--- src/rtl/ysyx_25040111_mem_pkg.sv ---
// Shared encodings for the ysyx_25040111 request arbiter and its memory port.
// Holds the controller state encoding and the access-size (mask) codes.
package ysyx_25040111_mem_pkg;

  typedef enum logic [1:0] {
    ST_IDLE = 2'd0,
    ST_RD   = 2'd1,
    ST_WR   = 2'd2
  } arb_state_e;

  typedef enum logic [1:0] {
    MASK_BYTE = 2'b00,
    MASK_HALF = 2'b01,
    MASK_WORD = 2'b10
  } mem_mask_e;

  localparam int LEN_W = 8;

endpackage

--- src/rtl/ysyx_25040111_rr_pick.sv ---
// Round-robin selector: scans from i_ptr+1 upward (wrapping) and returns
// a one-hot grant for the first valid requester, or zero if none is valid.
module ysyx_25040111_rr_pick #(
  parameter int NREQ = 2,
  parameter int PW   = $clog2(NREQ)
) (
  input  logic [NREQ-1:0] i_valid,
  input  logic [PW-1:0]   i_ptr,
  output logic [NREQ-1:0] o_grant
);

  logic [PW-1:0] w_idx;
  logic          w_found;

  always_comb begin
    o_grant = '0;
    w_found = 1'b0;
    w_idx   = '0;
    // k = NREQ lands back on ptr itself, so the last owner is checked last
    for (int k = 1; k <= NREQ; k++) begin
      w_idx = PW'((int'(i_ptr) + k) % NREQ);
      if (!w_found && i_valid[w_idx]) begin
        o_grant[w_idx] = 1'b1;
        w_found        = 1'b1;
      end
    end
  end

endmodule

--- src/rtl/ysyx_25040111_rr_arbiter.sv ---
// N-way requester arbiter in front of a single read/write memory port.
// Arbitrates in IDLE, then runs one read burst or one write to completion.
module ysyx_25040111_rr_arbiter
  import ysyx_25040111_mem_pkg::*;
#(
  parameter int NREQ      = 2,
  parameter int AW        = 32,
  parameter int DW        = 32,
  parameter int PRIO_MODE = 0
) (
  input  logic                 clock,
  input  logic                 reset,
  input  logic [NREQ-1:0]      req_valid,
  output logic [NREQ-1:0]      req_ready,
  input  logic [NREQ-1:0]      req_write,
  input  logic [NREQ*AW-1:0]   req_addr,
  input  logic [NREQ*DW-1:0]   req_wdata,
  input  logic [NREQ*2-1:0]    req_mask,
  input  logic [NREQ*LEN_W-1:0] req_len,
  output logic [NREQ-1:0]      rsp_valid,
  output logic                 rsp_last,
  output logic [DW-1:0]        rsp_data,
  output logic                 mem_rvalid,
  input  logic                 mem_rready,
  output logic [AW-1:0]        mem_raddr,
  output logic [LEN_W-1:0]     mem_rlen,
  output logic [1:0]           mem_rmask,
  input  logic [DW-1:0]        mem_rdata,
  output logic                 mem_wvalid,
  input  logic                 mem_wready,
  output logic [AW-1:0]        mem_waddr,
  output logic [DW-1:0]        mem_wdata,
  output logic [1:0]           mem_wmask
);

  localparam int PW = $clog2(NREQ);

  arb_state_e       r_state;
  arb_state_e       w_state_nxt;
  logic [PW-1:0]    r_ptr;
  logic [PW-1:0]    r_owner;
  logic [AW-1:0]    r_addr;
  logic [DW-1:0]    r_wdata;
  logic [1:0]       r_mask;
  logic [LEN_W-1:0] r_len;
  logic [LEN_W-1:0] r_cnt;

  logic [NREQ-1:0]  w_rr_grant;
  logic [NREQ-1:0]  w_fix_grant;
  logic [NREQ-1:0]  w_grant;
  logic [PW-1:0]    w_win_idx;
  logic             w_sel_write;
  logic [AW-1:0]    w_sel_addr;
  logic [DW-1:0]    w_sel_wdata;
  logic [1:0]       w_sel_mask;
  logic [LEN_W-1:0] w_sel_len;
  logic             w_accept;
  logic             w_beat;

  ysyx_25040111_rr_pick #(
    .NREQ (NREQ),
    .PW   (PW)
  ) u_pick (
    .i_valid (req_valid),
    .i_ptr   (r_ptr),
    .o_grant (w_rr_grant)
  );

  // Lowest set bit of req_valid: index 0 has the highest priority
  assign w_fix_grant = req_valid & (~req_valid + NREQ'(1));
  assign w_grant     = (PRIO_MODE != 0) ? w_fix_grant : w_rr_grant;

  always_comb begin
    w_win_idx   = '0;
    w_sel_write = 1'b0;
    w_sel_addr  = '0;
    w_sel_wdata = '0;
    w_sel_mask  = '0;
    w_sel_len   = '0;
    for (int i = 0; i < NREQ; i++) begin
      if (w_grant[i]) begin
        w_win_idx   = PW'(i);
        w_sel_write = req_write[i];
        w_sel_addr  = req_addr[i*AW +: AW];
        w_sel_wdata = req_wdata[i*DW +: DW];
        w_sel_mask  = req_mask[i*2 +: 2];
        w_sel_len   = req_len[i*LEN_W +: LEN_W];
      end
    end
  end

  always_comb begin
    w_state_nxt = r_state;
    req_ready   = '0;
    rsp_valid   = '0;
    rsp_last    = 1'b0;
    rsp_data    = '0;
    mem_rvalid  = 1'b0;
    mem_wvalid  = 1'b0;
    w_accept    = 1'b0;
    w_beat      = 1'b0;
    case (r_state)
      ST_IDLE: begin
        // No grant while reset is held so nothing is handed out mid-reset
        req_ready = reset ? w_grant : '0;
        w_accept  = |req_ready;
        if (w_accept) begin
          w_state_nxt = w_sel_write ? ST_WR : ST_RD;
        end
      end
      ST_RD: begin
        mem_rvalid = 1'b1;
        if (mem_rready) begin
          w_beat             = 1'b1;
          rsp_valid[r_owner] = 1'b1;
          rsp_data           = mem_rdata;
          rsp_last           = (r_cnt == r_len);
          if (r_cnt == r_len) begin
            w_state_nxt = ST_IDLE;
          end
        end
      end
      ST_WR: begin
        mem_wvalid = 1'b1;
        if (mem_wready) begin
          rsp_valid[r_owner] = 1'b1;
          rsp_last           = 1'b1;
          w_state_nxt        = ST_IDLE;
        end
      end
      default: w_state_nxt = ST_IDLE;
    endcase
  end

  always_ff @(posedge clock) begin
    if (!reset) begin
      r_state <= ST_IDLE;
    end else begin
      r_state <= w_state_nxt;
    end
  end

  always_ff @(posedge clock) begin
    if (!reset) begin
      r_ptr   <= '0;
      r_owner <= '0;
      r_addr  <= '0;
      r_wdata <= '0;
      r_mask  <= '0;
      r_len   <= '0;
      r_cnt   <= '0;
    end else if (w_accept) begin
      r_owner <= w_win_idx;
      r_addr  <= w_sel_addr;
      r_wdata <= w_sel_wdata;
      r_mask  <= w_sel_mask;
      r_len   <= w_sel_len;
      r_cnt   <= '0;
      if (PRIO_MODE == 0) begin
        r_ptr <= w_win_idx;
      end
    end else if (w_beat) begin
      r_cnt <= r_cnt + LEN_W'(1);
    end
  end

  assign mem_raddr = r_addr;
  assign mem_rlen  = r_len;
  assign mem_rmask = r_mask;
  assign mem_waddr = r_addr;
  assign mem_wdata = r_wdata;
  assign mem_wmask = r_mask;

endmodule

--- config.mk ---
export PLATFORM = sky130hd
export DESIGN_NAME = ysyx_25040111_rr_arbiter
export DESIGN_NICKNAME = d
export VERILOG_FILES = /design/src/rtl/ysyx_25040111_mem_pkg.sv /design/src/rtl/ysyx_25040111_rr_pick.sv /design/src/rtl/ysyx_25040111_rr_arbiter.sv
export SDC_FILE = /design/constraint.sdc
export NUM_CORES = 1
export LEC_CHECK = 0
export ABC_AREA = 1
export CAP_MARGIN = 20
export CORE_AREA = 2 2 131 133
export CTS_CLUSTER_DIAMETER = 100
export CTS_CLUSTER_SIZE = 20
export DETAILED_ROUTE_END_ITERATION = 16
export DIE_AREA = 0 0 133 135
export GPL_ROUTABILITY_DRIVEN = 0
export GPL_TIMING_DRIVEN = 0
export PLACE_DENSITY_LB_ADDON = 0.25
export SETUP_SLACK_MARGIN = 0.15
export SYNTH_ARGS = -nofsm -noshare
export SYNTH_HDL_FRONTEND = slang
export SYNTH_SLANG_ARGS = --single-unit
--- constraint.sdc ---
create_clock -name clock -period 4.25 [get_ports clock]
set_input_delay 0.425 -clock clock [delete_from_list [all_inputs] [get_ports clock]]
set_output_delay 0.425 -clock clock [all_outputs]
set_load 0.005 [all_outputs]
== Word-level counts from Yosys, hierarchy flattened ==
Cells that the tools add are included.

* Bits in registers: 85
* Output and inout port bits: 147
* Word-level logic and storage cells: 79

* Add/subtract/negate cells: 3
* Magnitude comparators: 6
* Equal/unequal tests: 7
* Muxes and demuxes: 45
* Bitwise logic cells: 2
* Reductions and logical operators: 9

{| class="wikitable"
|+ Operator list
! operator !! number
|-
| $mux 32 || 6
|-
| $mux 2 || 13
|-
| $mux 1 || 18
|-
| $mux 8 || 2
|-
| $add 8x1->8 const B || 1
|-
| $eq 8x8->1 || 1
|-
| $ne 2x2->1 const B || 4
|-
| $lt 1x2->1 const B || 3
|-
| $pmux 2 s3 || 1
|-
| $logic_and 1x1->1 || 4
|-
| $pmux 2 s2 || 1
|-
| $reduce_and 4->1 || 1
|-
| $reduce_or 2->1 || 2
|-
| $demux 1 s1 || 3
|-
| $ge 1x1->1 const B || 3
|-
| $add 1x1->1 const B || 2
|-
| $eq 2x1->1 const B || 1
|-
| $eq 2x2->1 const B || 1
|-
| $logic_not 2->1 || 1
|-
| $or 2x2->2 || 1
|-
| $pmux 1 s2 || 1
|-
| $logic_not 1->1 || 1
|-
| $not 1->1 || 1
|}

== Longest topological paths before layout ==
Gate-level depths: netlist (run 1).

* Word-level depth: 13
* Depth in mapped cells: 10
* Mapped depth without buffers: 10

== By module ==
Synthesis (run 1) repeated with hierarchy kept, for this count alone.

* Cells, all modules: 565
* Area, all modules: 4403.0 um2

{| class="wikitable"
|+ Modules (own cells, without submodules)
! module !! times used !! cells an instance !! area each (um2) !! seq. area each (um2)
|-
| ysyx_25040111_rr_arbiter || 1 || 560 || 4383.0 || 1701.6
|-
| ysyx_25040111_rr_pick || 1 || 5 || 20.0 || 0.0
|}

== Least setup slack after synthesis (run 1) ==
OpenSTA, ideal clock, no wires.

* Path type: reg-to-output
* Start point: reg r_state[1]
* End point: out rsp_data[10]
* Arrival time: 1.346 ns
* Required time: 3.825 ns
* Path slack: 2.479 ns
* Cell stages (with the launch flop): 7
* Buffers on the path: 2
* Cell sequence: dfxtp_1 inv_1 ha_1 nand2_1 clkbuf_1 clkbuf_1 nor2_1

* Cells in the longest elaborated chain, start to end: 2

{| class="wikitable"
|+ RTL lines
! element !! RTL line !! text
|-
| from (decl) || ysyx_25040111_rr_arbiter.sv:38 || <nowiki>arb_state_e r_state;</nowiki>
|-
| from (signal assigned) || ysyx_25040111_rr_arbiter.sv:139 || <nowiki>r_state <= w_state_nxt;</nowiki>
|-
| $eq 2x1->1 || ysyx_25040111_rr_arbiter.sv:102 || <nowiki>case (r_state)</nowiki>
|-
| $mux 32 || ysyx_25040111_rr_arbiter.sv:102 ||
|-
| to (decl) || ysyx_25040111_rr_arbiter.sv:22 || <nowiki>output logic [DW-1:0] rsp_data,</nowiki>
|}

No other way between the ends.

== Final worst setup path (run 1) ==
* Start point: reg r_state[1]
* End point: out rsp_data[9]

Same word-level chain as after synthesis.

==> results.md, run 1 <==
* Die Y at 135 um
* Tmin final at 2.881 ns
* Crit path cell chain: inv_1 > ha_1 > nand2_1 > clkbuf_1 > clkbuf_1 > nor2_1 > clkdlybuf4s50_1
* Total power at 3.711 mW
* Vias in the first global route at 5,386
* Headroom to the max-slew limit at 0.5130
* Post-synthesis cell count at 643
* Top_reg_cell synth: dfxtp_1
* #FFs+latches synth at 85
* Final period utilization at 0.6780
* Total Routing Usage GR at 0.2118
* Mapped cell area at 4569 um^2
* Worst Tran Pin Value at 0.7305 ns
* Gr ovfl total at 0
* Status: finished clean
* Port Buffer Count at 334
* Setup violators final at 0
* RSZ-0062 raised after global routing: false
* M1 WL at 7705 um
* Ant. Diodes at 0
* Final setup skew at 0.01526 ns
* Post-DP HPWL at 15,360 um
* Io pins at 335
* Rows at 47
* Syn nets at 835
* Die Area at 17,960 um^2
* Top cell type by total area after synthesis: dfxtp_1
* H-tree levels at 3
* Dpl cells at 1,197
* Initial Util at 0.2785
* Drt total wl at 19,560 um
* Number of enable flip-flop cells after synthesis at 0
* Hold-fix buffers at CTS at 0
* DR DRC count at 0
* First-pass GRT wire length at 29,230 um
* FMAX at 0.3471 GHz
* Yosys warns at 0
* Vias per Instance at 4.686
* Final nets at 1,180
* Min-Delay Path Class: reg -> reg
* Max Cap Viol at 0
* Layout cells sized above 1 at 0.08165
* Max Slew Vio Count at 0
* Root buffer cell: clkbuf_16
* Register area share after synthesis at 0.3724
* CP Max Fanout at 10
* Top Metal Used: met4
* Antenna viol nets, final at 0
* Routed wl met2 at 9837 um
* CTS tree: yes
* Clk buf depth at 2
* Startpoint Class: flop
* Endpoints failing hold at 0
* Mapped Avg Cell Area at 7.106 um^2
* Pin count of the biggest net entering global routing at 14
* Area share of the leading cell type in the synthesized netlist at 0.3724
* Kind of critical path: reg -> out
* Most frequent CP cell: clkbuf_1
* Critical path capture point type: output port
* Die Width at 133 um
* Post-CTS Resized at 0
* Setup TNS at 0 ns
* CTS sink cnt at 85
* Synth-to-layout area growth at 85.38%
* Fill count at 1,619
* Top cells by area, synth: dfxtp_1, nand2_1, nand3_1
* Crit path DAT at 2.46 ns
* Core ar. at 16,410 um^2
* Data required time of the critical path at 3.83 ns
* Starting DRT DRC Count at 206
* Top-count cell post-synth: nand2_1
* CTS Buf Count at 9
* Post-synth ARST share at 0
* Crit-path max cell delay at 0.52 ns
* Met3 WL at 1638 um
* Slowest cell on crit path: clkdlybuf4s50_1
* Leak at 3.322 nW
* Setup bufs post-CTS at 0
* Post-synth cell types at 26
* Layout Cells excl Fill at 1,212
* Synth top cells by count: nand2_1, dfxtp_1, nand3_1
* Clock transition at path regs at 0.06 ns
* Worst-skew pair later-pin latency at 0.35 ns
* Initial antenna violation count at 0
* DRT Pass-1 Iters at 5
* Vias at 5,680
* Max IR drop VDD at 188.0 uV
* Pwr Density at 438.2 nW/um^2
* WL/cell at 16.14 um
report_power, final:
part	internal, mW	leakage (nW)	total [mW]	switching, mW
registers	0.998	0.699	1.15	0.150
logic	1.03	2.49	1.78	0.760
clock network	0.452	0.132	0.779	0.327
per-stage QoR:
stage	worst slack, ns	util	hold slack (ns)	area [um^2]
3_5_place_dp	1.471	0.4990	0.4859	8188
4_1_cts	1.329	0.5163	0.5014	8471
2_1_floorplan	2.479	-	0.4746	4569
3_3_place_gp	1.464	0.4990	0.4816	8188
6_report	1.369	0.5163	0.5017	8471
5_1_grt	1.160	0.5163	0.5270	8471
sequential cells by signal, indices dropped and copies added, names as in the netlist:
| signal | flops |
|---|---|
| mem_rmask | 2 |
| r_cnt | 8 |
| r_state | 2 |
| mem_wdata | 32 |
| r_owner | 1 |
| mem_raddr | 32 |
| mem_rlen | 8 |
kinds of logic (layout without fill, tap and decap cells):
family,after synthesis,after routing,synth area share
xor gates and xnor gates,8,8,0.01533
DFF,85,85,0.3724
buffers and inverters,139,488,0.1536
and+or+nand+nor,261,261,0.2407
adders and majority gates,4,4,0.01095
AOI/OAI and AO/OA,146,146,0.2070
layout by cell type, fill, tap and decap left out, types with 3 or more instances in the layout:
master             n
a311oi_2          13
nand2_1          112
ha_1               4
clkbuf_1          37
nand3_1           80
clkdlybuf4s50_1  334
a31oi_1           61
o21ai_0           48
nor3_1             3
inv_1             51
clkbuf_16          9
o21ai_1           16
buf_6              3
xnor2_1            6
a21oi_1            5
nor2_1            60
dfxtp_1           85
buf_4             39
buf_2              9
layout make-up:
type	count	area, um^2	area share
repair buffers	334	3343	0.3947
multi-input cells	419	2166	0.2557
flip-flops and latches	85	1702	0.2009
clock inverters	4	50.05	0.005908
inverters	53	198.9	0.02349
plain buffers	86	503.0	0.05938
well taps	220	275.3	0.03250
clock buffers	11	232.7	0.02747
routing by layer:
metal / track usage / vias up
met5: 0 / -
met4: 0.07766 / 0
met3: 0.05931 / 21
met2: 0.3768 / 269
met1: 0.2426 / 2557
li1: - / 2833
final timing paths:
check             cells past startpoint  slack [ns]                         end                  startpoint
setup / recovery                      7        1.37                 rsp_data[9]     r_state[1]$_SDFFE_PN0P_
hold / removal                        2        0.50  mem_wdata[14]$_SDFFE_PN0P_  mem_wdata[14]$_SDFFE_PN0P_
setup reg to reg                      7        2.44    mem_rlen[1]$_SDFFE_PN0P_     r_state[0]$_SDFFE_PN0P_
hold reg to reg                       2        0.50  mem_wdata[14]$_SDFFE_PN0P_  mem_wdata[14]$_SDFFE_PN0P_
worst max-delay path: cells and delay by family, from the launching register on:
family                   cells  cell delay, ns
buffers and inverters        4            1.34
adder cells (fa/ha/maj)      1            0.20
flip-flops                   1            0.35
AND/OR/NAND/NOR              2            0.22
(Power assumes the default switching activity.)
==> run 2: changes to the inputs <==
--- a/config.mk
+++ b/config.mk
@@ -7,11 +7,12 @@
 export LEC_CHECK = 0
 export ABC_AREA = 1
 export CAP_MARGIN = 20
-export CORE_AREA = 2 2 131 133
+export CORE_ASPECT_RATIO = 0.5
+export CORE_MARGIN = 2
+export CORE_UTILIZATION = 35
 export CTS_CLUSTER_DIAMETER = 100
 export CTS_CLUSTER_SIZE = 20
 export DETAILED_ROUTE_END_ITERATION = 16
-export DIE_AREA = 0 0 133 135
 export GPL_ROUTABILITY_DRIVEN = 0
 export GPL_TIMING_DRIVEN = 0
 export PLACE_DENSITY_LB_ADDON = 0.25
==> constraint.sdc (replaced) <==
create_clock -name clock -period 2.66 [get_ports clock]
set_input_delay 0.266 -clock clock [delete_from_list [all_inputs] [get_ports clock]]
set_output_delay 0.266 -clock clock [all_outputs]
set_load 0.005 [all_outputs]
==> run 2 against run 1 <==
Net effect:
- routed wire length is 8.0% lower
- power is 62% higher
- register-to-register slack worse by 1.6 ns
- via count hardly changed
- critical path type unchanged
- count of clock-buffer cells in the layout stayed put
- cell area hardly changed
- combinational power is 60% higher
- first-iteration DRC count is 30% higher
- clock skew is 0.0066 ns lower
- setup slack worse by 1.1 ns
- global-route usage is 3.6 points higher
- sequential power is 58% higher
==> results.md, run 2 (synthesized netlist as in run 1, its figures left out) <==
* Status: finished clean
* Initial Util at 0.3598
* Worst Tran Pin Value at 0.7032 ns
* Slowest cell on crit path: clkdlybuf4s50_1
* Total power at 6.019 mW
* Headroom to the max-slew limit at 0.5312
* Gr ovfl total at 0
* Pin count of the biggest net entering global routing at 15
* Setup violators final at 0
* Root buffer cell: clkbuf_16
* Die Y at 84.80 um
* H-tree levels at 3
* Antenna viol nets, final at 0
* Vias at 5,675
* Clock power frac at 0.223
* Total Routing Usage GR at 0.2476
* Rows at 29
* Layout cells sized above 1 at 0.09063
* Fill count at 1,078
* Final period utilization at 0.8963
* Port Buffer Count at 334
* Part of the power in registers at 0.303
* Min-Delay Path Class: in -> reg
* Max Slew Vio Count at 0
* Commonest non-fill, non-tap cell in the layout: clkdlybuf4s50_1
* Part of the power in combinational logic at 0.474
* Final setup skew at 0.008709 ns
* Max IR drop VDD at 387.9 uV
* Die Area at 14,040 um^2
* Worst-skew pair later-pin latency at 0.34 ns
* Pwr Density at 710.3 nW/um^2
* Post-route cell area at 8474 um^2
* Switching share of power at 0.3243
* DR DRC count at 0
* NetSw at 1.952 mW
* Crit path DAT at 2.12 ns
* Clk buf depth at 2
* Vias per Instance at 4.880
* Vias in the first global route at 5,437
* CTS tree: yes
* Pint at 4.067 mW
* Starting DRT DRC Count at 268
* Core ar. at 12,700 um^2
* Max Cap Viol at 0
* Die Width at 165.6 um
* Tmin final at 2.384 ns
* Setup bufs post-CTS at 0
* CP Max Fanout at 10
* Setup TNS at 0 ns
* Buf+Inv Stages, Crit Path at 4
* Crit path cell chain: inv_1 > ha_2 > nand2_1 > buf_4 > buf_2 > nor2_2 > clkdlybuf4s50_1
* Critical path capture point type: output port
* Area post-placement at 8125 um^2
* Io pins at 335
* Initial antenna violation count at 0
* Drt total wl at 18,000 um
* Kind of critical path: reg -> out
* Final nets at 1,180
* Multi-input gate area at 2177 um^2
* RSZ-0062 raised after global routing: false
* Startpoint Class: flop
* Register area at 1702 um^2
* Data required time of the critical path at 2.39 ns
* Post-DP HPWL at 14,200 um
* FMAX at 0.4194 GHz
* Most frequent cells in the layout: clkdlybuf4s50_1, nand2_1, dfxtp_1
* WL/cell at 15.48 um
* DRT Pass-1 Iters at 4
* Clock transition at path regs at 0.07 ns
* Ant. Diodes at 0
* Worst R2R Setup Slack at 0.87 ns
* CTS sink cnt at 85
* Synth-to-layout area growth at 85.46%
* Crit-path leading delay family: buffers and inverters
* CTS Buf Count at 9
* Leak at 3.437 nW
* First-pass GRT wire length at 27,460 um
* Endpoints failing hold at 0
* Crit-path max cell delay at 0.54 ns
==> run 2: cell count changes in the layout (fill, tap and decap cells not counted), moves of 2 or more <==
cell / previous run / this run
clkdlybuf4s50_1: 334 / 329
clkinv_4: 0 / 2
nor2_1: 60 / 58
dlymetal6s2s_1: 0 / 5
clkbuf_2: 0 / 2
nor2_2: 0 / 2
clkbuf_1: 37 / 33
==> run 2: metal layers <==
metal  global-route usage  vias to the layer above  wire length [um]
li1                     -                     2834                 -
met1               0.2946                     2623              7297
met2               0.4512                      195              9163
met3              0.05435                       23              1202
met4              0.06505                        0               335
met5                    0                        -                 0
==> run 2: repair_timing <==
item / in CTS / in global routing
hold endpoints to repair: 0 / 0
endpoints found under the setup margin: 33 / 31
hold buffers: 0 / 0
gates cloned: 0 / 0
resized for setup: 4 / 14
==> run 2: cell type report <==
class,count,share of cell area
Timing Repair Buffer,334,0.3960
Multi-Input combinational cell,419,0.2569
Sequential cell,85,0.2008
Buffer,86,0.06024
Clock buffer,11,0.02746
Tap cell,170,0.02510
Inverter,53,0.02348
Clock inverter,5,0.01004
==> run 2: per-stage QoR <==
stage                       util  cells  hold slack, ns  setup slack, ns
after floorplan                -    643          0.4263            1.048
final                     0.6673   1163          0.4994           0.2757
after CTS                 0.6654   1163          0.4919           0.1252
after global routing      0.6673   1163          0.5024           0.1660
after detailed placement  0.6398   1147          0.4980           0.2307
after global placement    0.6398   1147          0.4883           0.2307
==> run 2: path summary, 6_finish.rpt <==
kind,from,cells past startpoint,end
setup / recovery,r_state[1]$_SDFFE_PN0P_,7,rsp_data[8]
hold reg to reg,r_cnt[7]$_SDFFE_PP0P_,2,r_cnt[7]$_SDFFE_PP0P_
hold / removal,req_wdata[56],3,mem_wdata[24]$_SDFFE_PN0P_
setup reg to reg,r_state[0]$_SDFFE_PN0P_,7,mem_wdata[15]$_SDFFE_PN0P_
==> run 2: power groups by stage <==
stage	Clock (mW)	Sequential [mW]	Combinational [mW]
after global routing	1.42	1.86	3.11
after floorplan	0	1.83	1.24
final	1.34	1.82	2.85
after detailed placement	0	1.85	2.84
after CTS	1.37	1.82	2.86
after global placement	0	1.84	2.80
==> run 2: tightest hold or removal path: cells and delay by family <==
family,cells,cell delay (ns)
buffers and inverters,1,0.39
AO/OA/AOI/OAI,1,0.07
AND/OR/NAND/NOR,1,0.06
==> run 3: changes to the inputs <==
--- a/config.mk
+++ b/config.mk
@@ -9,7 +9,8 @@
 export CAP_MARGIN = 20
 export CORE_ASPECT_RATIO = 0.5
 export CORE_MARGIN = 2
-export CORE_UTILIZATION = 35
+export CORE_UTILIZATION = 36
+export CTS_BUF_LIST = sky130_fd_sc_hd__clkbuf_4
 export CTS_CLUSTER_DIAMETER = 100
 export CTS_CLUSTER_SIZE = 20
 export DETAILED_ROUTE_END_ITERATION = 16
==> run 3 against run 2 <==
Net effect:
- global-route usage grew 0.53 points
- fmax is 0.12% higher
- power shrank 7.1%
- cell area decreased by 1.4%
- combinational power barely moved
- sequential power is essentially flat
- clock power decreased by 33%
- clock skew grew 0.0095 ns
- critical path type unchanged
- highest routed layer unchanged
==> results.md, run 3 (synthesized netlist as in run 1, its figures left out) <==
* Clock transition at path regs at 0.16 ns
* Final setup margin at 0.2787 ns
* Data required time of the critical path at 2.39 ns
* WL/cell at 15.58 um
* NetSw at 1.946 mW
* H-tree levels at 3
* Kind of critical path: reg -> out
* Die Width at 163.3 um
* Drt total wl at 18,120 um
* Worst Tran Pin Value at 0.7295 ns
* Worst-skew pair later-pin latency at 0.45 ns
* Commonest non-fill, non-tap cell in the layout: clkdlybuf4s50_1
* Die Y at 83.67 um
* Final period utilization at 0.8952
* DR DRC count at 0
* Pwr Density at 669.6 nW/um^2
* Status: finished clean
* Antenna viol nets, final at 0
* Part of the power in combinational logic at 0.512
* Final setup skew at 0.01819 ns
* Clock power frac at 0.160
* CP Max Fanout at 10
* Max IR drop VDD at 297.5 uV
* Crit path DAT at 2.12 ns
* Fin util at 0.6674
* Vias per Instance at 4.933
* Root buffer cell: clkbuf_4
* Port Buffer Count at 334
* Most frequent cells in the layout: clkdlybuf4s50_1, nand2_1, dfxtp_1
* Final nets at 1,180
* Fill count at 1,092
* Io pins at 335
* Min-Delay Path Class: in -> reg
* Vias at 5,737
* Gr ovfl total at 0
* Tmin final at 2.381 ns
* Initial Util at 0.3650
* Multi-input gate area at 2210 um^2
* Clk buf depth at 2
* Core ar. at 12,520 um^2
* Max Slew Vio Count at 0
* Total Routing Usage GR at 0.2529
* Pint at 3.649 mW
* Area post-placement at 8125 um^2
* Post-DP HPWL at 14,270 um
* CTS sink cnt at 85
* Rows at 29
* Starting DRT DRC Count at 194
* Register area at 1704 um^2
* Headroom to the max-slew limit at 0.5137
* Startpoint Class: flop
* Max Cap Viol at 0
* Die Area at 13,670 um^2
* Synth-to-layout area growth at 82.83%
* Pin count of the biggest net entering global routing at 16
* Leak at 3.347 nW
* Setup TNS at 0 ns
* CTS Buf Count at 9
* CTS tree: yes
* Switching share of power at 0.3478
* First-pass GRT wire length at 27,350 um
* Critical path capture point type: output port
* Endpoints failing hold at 0
* Vias in the first global route at 5,411
* FMAX at 0.4199 GHz
* DRT Pass-1 Iters at 5
* Ant. Diodes at 0
* Initial antenna violation count at 0
* Layout cells sized above 1 at 0.1007
* RSZ-0062 raised after global routing: false
* Pre-CTS WS at 0.1938 ns
* Setup violators final at 0
* Setup bufs post-CTS at 0
* Post-route cell area at 8354 um^2
* Part of the power in registers at 0.328
* Total power at 5.594 mW
[run 3: cell count changes in the layout (fill, tap and decap cells not counted), sizes merged]
cell	before	now
dlygate4sd2	0	7
dlymetal6s2s	5	1
clkdlybuf4s50	329	326
buf	53	51
inv	53	55
clkbuf	44	45
clkinvlp	1	0
[run 3: worst paths after layout]
kind,cells past startpoint,to,start,slack [ns]
setup / recovery,7,rsp_data[25],r_state[1]$_SDFFE_PN0P_,0.28
hold / removal,3,mem_wdata[24]$_SDFFE_PN0P_,req_wdata[56],0.36
setup reg to reg,7,mem_wdata[8]$_SDFFE_PN0P_,r_state[0]$_SDFFE_PN0P_,0.81
hold reg to reg,2,mem_wdata[14]$_SDFFE_PN0P_,mem_wdata[14]$_SDFFE_PN0P_,0.51
[run 3: worst max-delay path, stage by stage (launching register included)]
cell and delay, ns:
dfxtp_2 0.37, inv_2 0.07, ha_4 0.14, nand2_2 0.08
clkbuf_8 0.17, clkbuf_4 0.19, nor2_1 0.12, clkdlybuf4s50_1 0.53
[run 3: timing repair]
action / 4_1_cts / 5_1_grt
endpoints found under the setup margin: 34 / 26
gates resized for setup: 22 / 9
hold buffers: 0 / 0
[run 3: per-stage QoR]
step	hold slack, ns	std cells
after floorplan	0.4263	643
after global placement	0.4862	1147
after detailed placement	0.4932	1147
after CTS	0.3278	1163
after global routing	0.3321	1163
final	0.3572	1163
[run 3: power groups by stage]
stage,sequential (mW),combinational (mW),clock (mW)
final,1.83,2.87,0.895
after global routing,1.87,3.10,0.958
after CTS,1.83,2.87,0.914
after detailed placement,1.85,2.85,0
after global placement,1.84,2.79,0
after floorplan,1.83,1.24,0
[run 3: routing by layer]
metal,part of all wire,up-vias,global-route usage
met5,0,-,0
met4,0.024,0,0.08045
met3,0.063,36,0.06508
met2,0.52,210,0.4664
met1,0.40,2661,0.2844
li1,-,2830,-
[run 3: area by class of cell]
class,count,area share
Timing Repair Buffer,334,0.3994
Multi-Input combinational cell,419,0.2645
Sequential cell,85,0.2040
Buffer,86,0.06245
Tap cell,170,0.02546
Inverter,53,0.02381
Clock inverter,6,0.01138
Clock buffer,10,0.008986
